### src/rtl/vram_arbiter_pkg.sv
// Shared video definitions: VRAM geometry defaults and the arbiter state encoding.
package vram_arbiter_pkg;

    localparam int unsigned VRAM_ADDR_W    = 16;
    localparam int unsigned VRAM_DATA_W    = 16;
    localparam int unsigned DEF_LINE_WORDS = 160;
    localparam int unsigned DEF_LINE_W     = 10;
    localparam int unsigned DEF_CPU_SLOT   = 4;
    localparam int unsigned LB_ADDR_W      = 8;

    typedef enum logic {
        ST_IDLE  = 1'b0,
        ST_FETCH = 1'b1
    } vram_state_e;

endpackage

### src/rtl/vram_arbiter.sv
// Single-port VRAM arbiter: streams one scanline per fetch_start into a ping-pong
// line buffer while guaranteeing the CPU port one RAM slot every CPU_SLOT cycles.
module vram_arbiter
    import vram_arbiter_pkg::*;
#(
    parameter int unsigned ADDR_W     = VRAM_ADDR_W,
    parameter int unsigned DATA_W     = VRAM_DATA_W,
    parameter int unsigned LINE_WORDS = DEF_LINE_WORDS,
    parameter int unsigned LINE_W     = DEF_LINE_W,
    parameter int unsigned CPU_SLOT   = DEF_CPU_SLOT
) (
    input  logic                 clk,
    input  logic                 reset,
    input  logic [ADDR_W-1:0]    fb_base,
    input  logic                 fetch_start,
    input  logic [LINE_W-1:0]    fetch_line,
    output logic                 fetch_done,
    output logic                 overrun,
    output logic                 lb_we,
    output logic                 lb_bank,
    output logic [LB_ADDR_W-1:0] lb_addr,
    output logic [DATA_W-1:0]    lb_data,
    output logic                 ram_en,
    output logic                 ram_we,
    output logic [ADDR_W-1:0]    ram_addr,
    output logic [DATA_W-1:0]    ram_wdata,
    input  logic [DATA_W-1:0]    ram_rdata,
    input  logic                 cpu_valid,
    input  logic                 cpu_we,
    input  logic [ADDR_W-1:0]    cpu_addr,
    input  logic [DATA_W-1:0]    cpu_wdata,
    output logic                 cpu_ready,
    output logic [DATA_W-1:0]    cpu_rdata,
    output logic                 cpu_rvalid
);

    localparam int unsigned WORD_W = LB_ADDR_W;
    localparam int unsigned SLOT_W = (CPU_SLOT > 1) ? $clog2(CPU_SLOT) : 1;
    localparam logic [WORD_W-1:0] LAST_WORD = WORD_W'(LINE_WORDS - 1);
    localparam logic [SLOT_W-1:0] LAST_SLOT = SLOT_W'(CPU_SLOT - 1);

    vram_state_e         state_q, state_d;
    logic [ADDR_W-1:0]   line_addr_q, line_addr_d;
    logic                bank_q, bank_d;
    logic [WORD_W-1:0]   word_q, word_d;
    logic [SLOT_W-1:0]   slot_q, slot_d;
    logic                overrun_q, overrun_d;
    logic                lb_we_q, lb_we_d;
    logic [WORD_W-1:0]   lb_addr_q, lb_addr_d;
    logic                fetch_done_q, fetch_done_d;
    logic                cpu_rvalid_q, cpu_rvalid_d;
    logic [DATA_W-1:0]   cpu_rdata_q, cpu_rdata_d;

    logic                cpu_grant_c;
    logic                fetch_issue_c;
    logic                last_issue_c;
    logic [ADDR_W-1:0]   start_addr_c;

    // Line start address wraps modulo 2^ADDR_W.
    assign start_addr_c = fb_base + ADDR_W'(ADDR_W'(fetch_line) * ADDR_W'(LINE_WORDS));

    always_ff @(posedge clk) begin
        if (reset) begin
            state_q      <= ST_IDLE;
            line_addr_q  <= '0;
            bank_q       <= 1'b0;
            word_q       <= '0;
            slot_q       <= '0;
            overrun_q    <= 1'b0;
            lb_we_q      <= 1'b0;
            lb_addr_q    <= '0;
            fetch_done_q <= 1'b0;
            cpu_rvalid_q <= 1'b0;
            cpu_rdata_q  <= '0;
        end else begin
            state_q      <= state_d;
            line_addr_q  <= line_addr_d;
            bank_q       <= bank_d;
            word_q       <= word_d;
            slot_q       <= slot_d;
            overrun_q    <= overrun_d;
            lb_we_q      <= lb_we_d;
            lb_addr_q    <= lb_addr_d;
            fetch_done_q <= fetch_done_d;
            cpu_rvalid_q <= cpu_rvalid_d;
            cpu_rdata_q  <= cpu_rdata_d;
        end
    end

    // Grant, RAM port mux and next-state logic.
    always_comb begin
        state_d      = state_q;
        line_addr_d  = line_addr_q;
        bank_d       = bank_q;
        word_d       = word_q;
        slot_d       = slot_q;
        overrun_d    = overrun_q;

        cpu_ready     = (state_q == ST_IDLE) || (slot_q == LAST_SLOT);
        cpu_grant_c   = cpu_valid && cpu_ready;
        fetch_issue_c = (state_q == ST_FETCH) && !cpu_grant_c;
        last_issue_c  = fetch_issue_c && (word_q == LAST_WORD);

        ram_en    = cpu_grant_c || fetch_issue_c;
        ram_we    = cpu_grant_c && cpu_we;
        ram_addr  = cpu_grant_c ? cpu_addr : (line_addr_q + ADDR_W'(word_q));
        ram_wdata = cpu_wdata;

        // A read issued in the same cycle as a restart belongs to the aborted fetch.
        lb_we_d      = fetch_issue_c && !fetch_start;
        lb_addr_d    = fetch_issue_c ? word_q : lb_addr_q;
        fetch_done_d = last_issue_c && !fetch_start;
        cpu_rvalid_d = cpu_grant_c && !cpu_we;
        cpu_rdata_d  = cpu_rvalid_q ? ram_rdata : cpu_rdata_q;

        if (state_q == ST_FETCH) begin
            slot_d = (slot_q == LAST_SLOT) ? '0 : slot_q + SLOT_W'(1);
            if (fetch_issue_c) begin
                word_d = word_q + WORD_W'(1);
            end
            if (last_issue_c) begin
                state_d = ST_IDLE;
            end
        end

        if (fetch_start) begin
            if (state_q == ST_FETCH) begin
                overrun_d = 1'b1;
            end
            state_d     = ST_FETCH;
            line_addr_d = start_addr_c;
            bank_d      = fetch_line[0];
            word_d      = '0;
            slot_d      = '0;
        end
    end

    assign fetch_done = fetch_done_q;
    assign overrun    = overrun_q;
    assign lb_we      = lb_we_q;
    assign lb_bank    = bank_q;
    assign lb_addr    = lb_addr_q;
    assign lb_data    = ram_rdata;
    assign cpu_rvalid = cpu_rvalid_q;
    // Read data arrives from the RAM in the response cycle and is held afterwards.
    assign cpu_rdata  = cpu_rvalid_q ? ram_rdata : cpu_rdata_q;

endmodule

### config.mk
export PLATFORM = sky130hd
export DESIGN_NAME = vram_arbiter
export DESIGN_NICKNAME = d
export VERILOG_FILES = /design/src/rtl/vram_arbiter_pkg.sv /design/src/rtl/vram_arbiter.sv
export SDC_FILE = /design/constraint.sdc
export NUM_CORES = 1
export LEC_CHECK = 0
export ABC_AREA = 1
export ABC_CLOCK_PERIOD_IN_PS = 3000
export CORE_MARGIN = 1.5
export CORE_UTILIZATION = 30
export CTS_BUF_LIST = sky130_fd_sc_hd__clkbuf_4 sky130_fd_sc_hd__clkbuf_8
export CTS_CLUSTER_SIZE = 20
export DETAILED_ROUTE_END_ITERATION = 8
export GPL_TIMING_DRIVEN = 1
export PLACE_DENSITY = 0.59
export SYNTH_ARGS = -nofsm -noshare
export SYNTH_HDL_FRONTEND = slang
export SYNTH_SLANG_ARGS = --single-unit
### constraint.sdc
create_clock -name clk -period 3 [get_ports clk]
set_clock_uncertainty 0.1 [all_clocks]
set_input_delay 0.45 -clock clk [delete_from_list [all_inputs] [get_ports clk]]
set_output_delay 0.45 -clock clk [all_outputs]
set_load 0.01 [all_outputs]
* Word level (Yosys, flattened, before mapping) *
Cells that the tools add are included.

word-level totals
  register bits after elaboration = 56
  output and inout port bits = 80
  word-level logic and storage cells = 40

operators by class
  add/sub/neg operators = 4
  multipliers = 1
  eq/ne operators = 2
  muxes and demuxes = 6
  bitwise gates (word level) = 1
  reductions and logical operators = 15

operators with widths
  cell                                                                   count
  16-bit two-way mux                                                     2
  16-bit adder                                                           1
  16-bit by 8-bit adder with 16-bit output                               1
  10-bit by 3-bit multiplier with 11-bit output (second input constant)  1
  8-bit by 1-bit adder with 8-bit output (second input constant)         1
  8-bit equality test (second input constant)                            1
  1-bit logical AND                                                      7
  2-bit AND reduction                                                    2
  1-bit zero test                                                        3
  1-bit two-way mux                                                      3
  2-bit by 1-bit adder with 2-bit output (second input constant)         1
  2-bit equality test (second input constant)                            1
  1-bit logical OR                                                       2
  2-bit two-way mux                                                      1
  2-bit OR reduction                                                     1
  1-bit inverter                                                         1

* Logic depth before layout (Yosys ltp) *
  depth in word-level cells = 9
  mapped depth = 18
  depth with buffers taken out = 18

* Least setup slack after synthesis *
OpenSTA, ideal clock, no wires.

  path kind = input-to-reg
  from = input port fetch_line[1]
  to = register line_addr_q[15]
  setup time = 0.127 ns
  data arrival time = 2.660 ns
  data required time = 2.773 ns
  setup slack = 0.113 ns
  cell stages on the path = 18
  path buffers = 0
  path through = ha_1 -> ha_1 -> fa_1 -> nand3_1 -> nand2_1 -> nand2_1 -> nand2_1 -> a21oi_1 -> xnor2_1 -> ha_1 -> nand2_1 -> inv_1 -> a21oi_1 -> nand3_1 -> inv_1 -> nand2_1 -> nand2_1 -> a21oi_1

on the way
  cells in the longest elaborated chain, start to end = 2

ends and longest elaborated chain
  item                                           RTL line            RTL
  start, declared                                vram_arbiter.sv:16  input logic [LINE_W-1:0] fetch_line,
  10-bit by 3-bit multiplier with 11-bit output  vram_arbiter.sv:60  assign start_addr_c = fb_base + ADDR_W'(ADDR_W'(fetch_line) * ADDR_W'(LINE_WORDS));
  16-bit adder                                   vram_arbiter.sv:60
  end signal, assigned                           vram_arbiter.sv:77  line_addr_q <= line_addr_d;
  end, declared                                  vram_arbiter.sv:43  logic [ADDR_W-1:0] line_addr_q, line_addr_d;

No other way between the ends.
A chain may end at the register's enable or synchronous reset.

* Final worst setup path *
  from = input port fetch_line[3]
  to = register line_addr_q[15]

The elaborated chain is that of the path after synthesis.

==> metrics <==
Die ar.=about 14000 um2; area grow syn2layout=41.4%; clock buffer depth=2; HPWL Detailed=just under 9 mm; H-tree levels=2; WS Path Type=input port to flip-flop; top-area cell type share of the netlist area=~28%; RSZ-0062 raised after global routing=yes; Least-Margin Pin Slew=between 0.5 and 0.6 ns; peak supply drop=about 0.22 mV; asr flop ratio synth=0%; slowest stage delay, CP=0.36 ns; status=finished clean; layout cells sized above 1=between 10% and 20%; vias per cell=about 4.5; critical-path cell list=dlygate4sd2_1 > ha_1 > ha_2 > fa_2 > nand3_1 > nand2_1 > nand2_1 > nand2_1 > a21oi_2 > xnor2_1 > ha_1 > nand2_2 > inv_1 > a21oi_2 > nand3_1 > inv_1 > nand2_1 > nand2_1 > a21oi_1; largest net degree at the start of global routing=22; synthesized area=4020 um2; # diodes=0; PortBufs=about 130; Antenna Violating Nets Remaining=0; antenna violations before repair=0; WHS=between 0.3 and 0.4 ns; most frequent cell after synthesis=nand2_1; Max FO, Critical Path=3; largest family of logic cells by synthesized area=simple AND/OR/NAND/NOR gates; multiplexer area fraction after synthesis=0%; fmax=roughly 350 MHz; worst path arrival time=around 2.9 ns; DRC Markers=0; clock tree root driver cell=clkbuf_8; Yosys warnings=0; Max-slew headroom=about 66%; Die Y=between 100 and 150 um; Area after DPL=5380 um2; Synth Area in XOR/XNOR=around 2.4%; # fillers=1330; vias in the first global route=around 3800; Multi-input gate area=2500 um2; required time worst endpoint=3.09 ns; Post-synth top flop=dfxtp_1; Yosys reg bits=56; Starting Density=approximately 31%; MaxCap Viol Count=0; routed vias=~4000; Max Slew Vio Count=0; Clk pin slew, worst setup/hold paths=approximately 0.10 ns; Distinct cells, synth=38; Post-synth EDFFs=0; post-route cell area=roughly 5700 um2; first-pass GRT wire length=about 18 mm; syn avg cell area=6.87 um2; most common cell type on the critical path=nand2_1; sequential-to-total area share from yosys stat=around 28%; Hold Path Class=flip-flop to flip-flop; DR iter-0 viols=153; Syn Inst Count=roughly 590; CTS tree=yes; worst path bufs/invs=3; Rows=42; clock sinks=56; most area-consuming cells after synthesis=dfxtp_1 28%, nand2_1 16%, ha_1 11%; final period utilization=between 90% and 100%; GR Overflow Total=0; Core Footprint=between 10000 and 15000 um2; Worst path top cell family by delay=adder cells; die width=between 100 and 150 um; simple-gate portion of the synthesized area=~29%; setup tns final=0 ns; register area=between 1000 and 1500 um2; commonest cells in the netlist=173 x nand2_1, 64 x inv_1, 56 x dfxtp_1, 54 x a21oi_1, 36 x ha_1; total CTS buffers=5; final WL=10.9 mm; CP max stage cell=fa_2; static leakage=~2.7 nW; area leader, netlist=dfxtp_1; Final Hold Violating Endpoints=0; DR WL/cell=about 12 um; crit path time final=~2.9 ns; Synth Area in Compound Gates=about 14%; CP Capture Type=flip-flop; Mapped Nets=between 700 and 800; final-stage net count=820; later-pin clock latency in the skew report=approximately 0.31 ns; Pre-antenna DRT Iters=4; Pwr Density=slightly below 400 nW/um2; I/O pins=between 150 and 200; setup violators final=0; Adder-Cell Fraction of Synth Area=12.7%; Final Power=between 2 and 2.5 mW; GRT Util Overall=~15%; gpl congestion=0.897; crit start category=input port
cells by family (layout without fill, tap and decap cells):
group / count (synthesis) / after routing
xor+xnor: 11 / 11
compound gates: 102 / 102
simple gates: 267 / 267
fa+ha+maj: 39 / 39
buf+inv: 111 / 228
flops: 56 / 56
per-stage QoR:
| stage | worst slack [ns] | utilization, % | instances |
|---|---|---|---|
| floorplan | 0.113 | - | 586 |
| global placement | -0.425 | 40.8 | 868 |
| detailed placement | -0.512 | 40.8 | 868 |
| CTS | 0.0113 | 42.1 | 878 |
| global route | -0.0836 | 43.1 | 879 |
| finish | 0.150 | 43.1 | 879 |
worst paths after layout:
kind / start / end / slack (ns) / depth (start not counted)
min reg2reg: cpu_rdata_q[0]$_SDFF_PP0_ / cpu_rdata_q[0]$_SDFF_PP0_ / 0.37 / 2
min: cpu_rdata_q[0]$_SDFF_PP0_ / cpu_rdata_q[0]$_SDFF_PP0_ / 0.37 / 2
max: fetch_line[3] / line_addr_q[15]$_SDFFE_PP0P_ / 0.15 / 19
max reg2reg: slot_q[0]$_SDFFE_PP0P_ / word_q[7]$_SDFFE_PP0P_ / 0.93 / 10
where the power goes:
group	internal [mW]	switching [mW]	leakage, nW
Combinational	0.435	0.430	2.15
Clock	0.262	0.253	0.0592
Sequential	0.788	0.0370	0.461
Total	1.49	0.720	2.67
worst register-to-register path, stage by stage (launching register included):
cell and delay, ns:
dfxtp_1 0.34, ha_1 0.19, inv_1 0.10, nand2_4 0.07
nand2_4 0.07, buf_4 0.23, nand2_4 0.13, inv_2 0.26
nand3_1 0.18, nor3_1 0.21, nor3_2 0.07
layout make-up:
| cell class | instances | area share, % |
|---|---|---|
| Sequential cell | 56 | 19.9 |
| Multi-Input combinational cell | 419 | 44.0 |
| Clock buffer | 6 | 1.34 |
| Clock inverter | 2 | 0.682 |
| Timing Repair Buffer | 155 | 26.0 |
| Tap cell | 176 | 3.87 |
| Inverter | 65 | 4.29 |
cell usage in the layout, fill, tap and decap left out, drive strengths merged, types with 4 or more instances in the layout:
master         instances
nand4                  4
a21oi                 56
a22o                   6
clkbuf                 8
dfxtp                 56
nor3                  14
dlymetal6s2s           7
xnor2                  5
o21ai                 30
xor2                   6
clkdlybuf4s50        112
ha                    36
inv                   66
nand3                 33
nor2                  30
buf                   30
dlygate4sd2            4
nand2                179
metal layers:
| layer | vias to the layer above | part of all wire [%] | GRT usage (%) |
|---|---|---|---|
| met2 | 130 | 48 | 27.9 |
| li1 | 2103 | - | - |
| met4 | 0 | 0.87 | 3.16 |
| met3 | 8 | 5.9 | 3.26 |
| met5 | - | 0 | 0 |
| met1 | 1753 | 45 | 18.0 |
flip-flops by register name, indices dropped and copies added, names as in the netlist:
name and count:
lb_we 1, cpu_rvalid 1, line_addr_q 16, lb_bank 1, slot_q 2, word_q 8
state_q 1, lb_addr 8, cpu_rdata_q 16, overrun 1, fetch_done 1
repair_timing:
action / CTS / global route
pin swaps: 11 / 6
gates resized for setup: 23 / 34
endpoints found under the setup margin: 11 / 15
buffers inserted: 2 / 1
hold endpoints to repair: 0 / 0
hold buffers: 0 / 0
Note: power is estimated with default switching activity, not from simulation.
